`src/rtl/tartaruga_pkg.sv`:
```
// Shared decode types and scoreboard definitions.
package tartaruga_pkg;

  // Second ALU operand source.
  typedef enum logic {
    RS2 = 1'b0,
    IMM = 1'b1
  } op_sel_t;

  // Decoder output record.
  typedef struct packed {
    logic [6:0]  opcode;
    logic [3:0]  alu_op;
    logic        write_enable;
    logic [4:0]  addr_rs1;
    logic [4:0]  addr_rs2;
    logic [4:0]  addr_rd;
    op_sel_t     rs2_or_imm;
    logic [31:0] imm;
  } instr_data_t;

  // Scoreboard control states.
  typedef enum logic {
    RUN   = 1'b0,
    FLUSH = 1'b1
  } sb_state_t;

  localparam int SB_MAX_INFLIGHT = 4;

endpackage

```
`src/rtl/decode_scoreboard.sv`:
```
// Decode-stage scoreboard: blocks issue on RAW/WAW hazards against
// outstanding writes, limits in-flight depth, and counts hazard stalls.
module decode_scoreboard
  import tartaruga_pkg::*;
#(
  parameter int MAX_INFLIGHT = SB_MAX_INFLIGHT
) (
  input  logic        clk_i,
  input  logic        rstn_i,
  input  logic        dec_valid_i,
  input  instr_data_t dec_instr_i,
  output logic        dec_ready_o,
  output logic        issue_valid_o,
  output instr_data_t issue_instr_o,
  input  logic        issue_ready_i,
  input  logic        commit_valid_i,
  input  logic        commit_we_i,
  input  logic [4:0]  commit_rd_i,
  input  logic        flush_i,
  output logic [31:0] stall_cycles_o
);

  localparam int CNT_W = $clog2(MAX_INFLIGHT + 1);
  localparam logic [CNT_W-1:0] INFL_MAX = CNT_W'(MAX_INFLIGHT);

  sb_state_t        r_state, w_state_nxt;
  logic [31:0]      r_pending, w_pending_nxt;
  logic [CNT_W-1:0] r_inflight, w_inflight_nxt;
  logic [31:0]      r_stall;
  logic             w_hazard, w_full, w_run, w_issue, w_commit_ok, w_stall_ev;

  // Hazard check uses registered pending bits only: a commit landing this
  // cycle does not release a waiting instruction until the next cycle.
  always_comb begin
    w_hazard = r_pending[dec_instr_i.addr_rs1]
             | ((dec_instr_i.rs2_or_imm == RS2) & r_pending[dec_instr_i.addr_rs2])
             | (dec_instr_i.write_enable & r_pending[dec_instr_i.addr_rd]);
  end

  assign w_full         = (r_inflight == INFL_MAX);
  assign w_run          = (r_state == RUN);
  assign issue_valid_o  = dec_valid_i & w_run & ~w_hazard & ~w_full;
  assign dec_ready_o    = issue_valid_o & issue_ready_i;
  assign issue_instr_o  = dec_instr_i;
  assign w_issue        = dec_ready_o;
  // A commit with nothing in flight is an error and is dropped.
  assign w_commit_ok    = commit_valid_i & w_run & (r_inflight != '0);
  // Backpressure is not a stall; only hazard or depth limit count.
  assign w_stall_ev     = dec_valid_i & w_run & (w_hazard | w_full);
  assign stall_cycles_o = r_stall;

  // Next control state: FLUSH lasts one cycle unless flush_i is held.
  always_comb begin
    w_state_nxt = r_state;
    case (r_state)
      RUN:     if (flush_i) w_state_nxt = FLUSH;
      FLUSH:   w_state_nxt = flush_i ? FLUSH : RUN;
      default: w_state_nxt = RUN;
    endcase
  end

  // Next pending mask: set after clear so a same-register set wins.
  always_comb begin
    w_pending_nxt = r_pending;
    if (w_commit_ok && commit_we_i) w_pending_nxt[commit_rd_i] = 1'b0;
    if (w_issue && dec_instr_i.write_enable) w_pending_nxt[dec_instr_i.addr_rd] = 1'b1;
    w_pending_nxt[0] = 1'b0;
  end

  // Next in-flight count: issue and commit together cancel out.
  always_comb begin
    w_inflight_nxt = r_inflight;
    if (w_issue && !w_commit_ok)      w_inflight_nxt = r_inflight + CNT_W'(1);
    else if (!w_issue && w_commit_ok) w_inflight_nxt = r_inflight - CNT_W'(1);
  end

  // State register.
  always_ff @(posedge clk_i or negedge rstn_i) begin
    if (!rstn_i) r_state <= RUN;
    else         r_state <= w_state_nxt;
  end

  // Tracking registers; flush overrides any same-cycle issue or commit.
  always_ff @(posedge clk_i or negedge rstn_i) begin
    if (!rstn_i) begin
      r_pending  <= '0;
      r_inflight <= '0;
    end else if (flush_i) begin
      r_pending  <= '0;
      r_inflight <= '0;
    end else begin
      r_pending  <= w_pending_nxt;
      r_inflight <= w_inflight_nxt;
    end
  end

  // Saturating hazard-stall counter.
  always_ff @(posedge clk_i or negedge rstn_i) begin
    if (!rstn_i)                         r_stall <= '0;
    else if (w_stall_ev && r_stall != '1) r_stall <= r_stall + 32'd1;
  end

`ifndef SYNTHESIS
  a_commit_underflow: assert property (@(posedge clk_i) disable iff (!rstn_i)
    !(commit_valid_i && w_run && !flush_i && r_inflight == '0));
`endif

endmodule
```
`config.mk`:
```
export PLATFORM = sky130hd
export DESIGN_NAME = decode_scoreboard
export DESIGN_NICKNAME = d
export VERILOG_FILES = /design/src/rtl/tartaruga_pkg.sv /design/src/rtl/decode_scoreboard.sv
export SDC_FILE = /design/constraint.sdc
export NUM_CORES = 1
export LEC_CHECK = 0
export BUFFER_PORTS_ARGS = -buffer_cell sky130_fd_sc_hd__buf_2
export CORE_MARGIN = 2
export CORE_UTILIZATION = 40
export DETAILED_ROUTE_END_ITERATION = 12
export PLACE_DENSITY_LB_ADDON = 0.3
export SYNTH_ARGS = -nofsm -noshare
export SYNTH_HDL_FRONTEND = slang
export SYNTH_SLANG_ARGS = --single-unit
```
`constraint.sdc`:
```
create_clock -name clk_i -period 2.8 [get_ports clk_i]
set_clock_uncertainty 0.05 [all_clocks]
set_input_delay 0.28 -clock clk_i [delete_from_list [all_inputs] [get_ports clk_i]]
set_output_delay 0.28 -clock clk_i [all_outputs]
set_load 0.005 [all_outputs]
```
==> summary.txt <==
GR Overflow Total -> 0
Critical path required time -> 2.99 ns
# clock sinks -> 67
Critical path fanouts, max -> 3
Power Total -> 2690 µW
Async S/R FF share, synth -> 1.00
Drt pass-1 iters -> 5
Final setup viols -> 2
Clk buf depth -> 2
Initial antenna violation count -> 0
Layout cell share with drive strength beyond 1 -> 0.299
Placed instance area -> 5260 µm²
Mapped cell area -> 4890 µm²
Number of hold violations in the final report -> 0
FF+latch count, synth -> 67
Final Cell Area -> 5650 µm²
IO buf count -> 79
Number of global-route vias before repair -> 4117
Setup ws final -> -0.0216 ns
Relative slew margins -> 0.416
ANT cells -> 0
Worst Path Arrival -> 3.02 ns
Die H -> 115 µm
First-pass GRT wire length -> 22.0 mm
RePlAce Congestion -> 0.923
CP Capture Type -> flop
Clk root buf -> clkbuf_16
Distinct cells, synth -> 58
Nets@finish -> 672
Clk_lat worst skew -> 0.34 ns
P_leak -> 0.00252 µW
CTS tree -> yes
Vias per inst -> 5.68
Ys Warns -> 0
Failing checks -> negative setup slack
Fmax -> 354 MHz
DIE AREA -> 13100 µm²
# DRC -> 0
Crit start category -> flop
Antenna-violating nets left -> 0
Area delta synth->final -> 15.7%
Clk slew on worst S/H paths -> 0.06 ns
Total CTS buffers -> 9
Power density over the cells -> 475 nW/µm²
Hpwl dp -> 10.3 mm
Avg Cell Area, Syn -> 8.98 µm²
H-tree Lvls -> 3
Post-Route WL -> 13.7 mm
Post-Syn Instances -> 544
Row cnt -> 40
FF-to-FF setup slack -> -0.02 ns
RSZ-0062 raised after global routing -> true
Via count -> 4258
# hold bufs at CTS -> 0
Tightest Pin Transition -> 0.876 ns
Most frequent CP cell -> nand4_1
CP max stage delay -> 0.44 ns
Top FF cell, synth -> dfrtp_1
Gr usage total -> 0.213
Max Cap Viol -> 0
Peak supply drop -> 0.000313 V
Critical path, cell by cell -> buf_6 -> mux4_2 -> a2bb2oi_1 -> nand4_1 -> nand4_1 -> nor3_2 -> buf_4 -> nand3_1 -> inv_1 -> fa_2 -> a21boi_1 -> a311oi_1
Total nets after synthesis -> 618
Min-delay worst type -> input pin to asynchronous set/reset pin
Post-synth EDFFs -> 0
Final period utilization -> 1.01
Initial Utilization -> 0.408
CP top delay family -> simple AND/OR/NAND/NOR gates
Max-slew violation count -> 0
Sequential fraction of the synthesis area -> 0.343
Chip width -> 115 µm
Period minus WS final -> 2.82 ns
IO Pins -> 166
WS Path Type -> flop to flop
Outcome -> complete, but fails checks
Worst path slowest cell -> mux4_2
Post-DR wirelength/cell -> 18.2 µm
Iteration-0 DRC Markers -> 429
Largest net degree at the start of global routing -> 40
Core area -> 12000 µm²
Worst path buffer plus inverter count -> 3
[kinds of logic (layout without fill, tap and decap cells)]
kind of cell	Yosys count	after routing	share of synthesized area
buffers and inverters	100	159	0.129
AND/OR/NAND/NOR	210	210	0.239
flip-flops	67	67	0.343
adder cells (fa/ha/maj)	2	2	0.00666
AO/OA/AOI/OAI	95	95	0.129
multiplexers	38	38	0.0924
XOR/XNOR	32	32	0.0602
[report_power, final]
group	switching [µW]	internal, µW	leakage, µW	total (µW)
Clock	428	740	0.000146	1170
Combinational	252	206	0.00146	458
Sequential	50.9	1010	0.000916	1060
Total	730	1960	0.00252	2690
[synthesized netlist by cell type, types with 2 or more instances]
cell / n / area (µm²)
a2111oi_0: 4 / 35.0
a21boi_0: 2 / 15.0
a21oi_1: 3 / 15.0
a22oi_1: 3 / 22.5
a311oi_1: 4 / 35.0
and2_1: 3 / 18.8
and3_1: 12 / 75.1
and4_1: 4 / 35.0
buf_2: 9 / 45.0
buf_4: 61 / 458
buf_6: 2 / 22.5
clkbuf_1: 16 / 60.1
dfrtp_1: 67 / 1680
inv_1: 12 / 45.0
mux2_1: 3 / 33.8
mux2_2: 4 / 45.0
mux2i_1: 26 / 260
mux4_2: 5 / 113
nand2_1: 32 / 120
nand2b_1: 2 / 12.5
nand3_1: 46 / 230
nand3b_1: 7 / 52.6
nand4_1: 14 / 87.6
nor2_1: 20 / 75.1
nor2b_1: 42 / 263
nor3_1: 13 / 65.1
nor4_1: 2 / 12.5
nor4b_1: 2 / 17.5
o211ai_1: 2 / 15.0
o21ai_0: 51 / 255
o21ai_2: 8 / 70.1
o311ai_0: 4 / 35.0
o41ai_1: 2 / 17.5
or3_1: 2 / 12.5
or3b_2: 2 / 17.5
or4_1: 2 / 15.0
xnor2_1: 30 / 263
[per-stage QoR]
stage	util	setup slack (ns)	cells	hold WS, ns	TNS, ns
finish	0.473	-0.0216	750	0.00648	-0.0283
detailed placement	0.440	-0.177	731	0.393	-0.586
global route	0.473	-0.122	750	0.0747	-0.412
CTS	0.467	-0.0508	747	0.0308	-0.0508
floorplan	-	0.0892	544	-0.0656	0
global placement	0.440	-0.131	731	0.386	-0.190
[state kept, by name, indices dropped and copies added, names as in the netlist]
register	count
r_pending	31
r_state	1
r_inflight	3
stall_cycles_o	32
[what timing repair did]
| action | 4_1_cts | 5_1_grt |
|---|---|---|
| setup buffers | 0 | 3 |
| resized for setup | 7 | 17 |
| setup endpoints to repair | 3 | 17 |
| pin swaps | 1 | 8 |
[per-layer routing]
layer	wire [µm]	global-route usage
met3	1050	0.0476
met4	310	0.0789
met5	0	0
met1	6180	0.301
met2	6140	0.320
[path summary, 6_finish.rpt]
check | from | end | depth (start not counted)
max | r_pending[19]$_DFF_PN0_ | r_inflight[1]$_DFFE_PN0P_ | 12
min | rstn_i | stall_cycles_o[0]$_DFFE_PN0P_ | 1
max reg2reg | r_pending[19]$_DFF_PN0_ | r_inflight[1]$_DFFE_PN0P_ | 12
min reg2reg | stall_cycles_o[21]$_DFFE_PN0P_ | stall_cycles_o[21]$_DFFE_PN0P_ | 1
max in group asynchronous | rstn_i | r_pending[8]$_DFF_PN0_ | 2
min in group clk_i | commit_rd_i[2] | r_pending[2]$_DFF_PN0_ | 3
[cell usage in the layout (no fill, tap or decap), types with 3 or more instances in the layout]
cell type  count
nand4_1       14
clkbuf_16      9
mux4_2         5
mux2_2         4
xnor2_1       30
a311oi_1       4
nor3_1        12
mux2i_1       26
nand2_1       31
o21ai_2        8
nand3_1       46
buf_4         48
dfrtp_1       65
buf_6          4
nand3b_1       7
and3_1        12
buf_2         78
inv_1         12
o21ai_0       51
nor2b_1       42
a22oi_1        3
mux2_1         3
nor2_1        18
and4_1         4
a21oi_1        3
[layout make-up]
cell class / count / area, µm²
repair buffers: 131 / 816
multi-input cells: 377 / 2620
flip-flops and latches: 67 / 1680
clock inverters: 3 / 46.3
clock buffers: 13 / 260
inverters: 12 / 45.0
fillers: 1135 / 6310
well taps: 147 / 184
No activity file was read; power rests on OpenSTA's default activity.
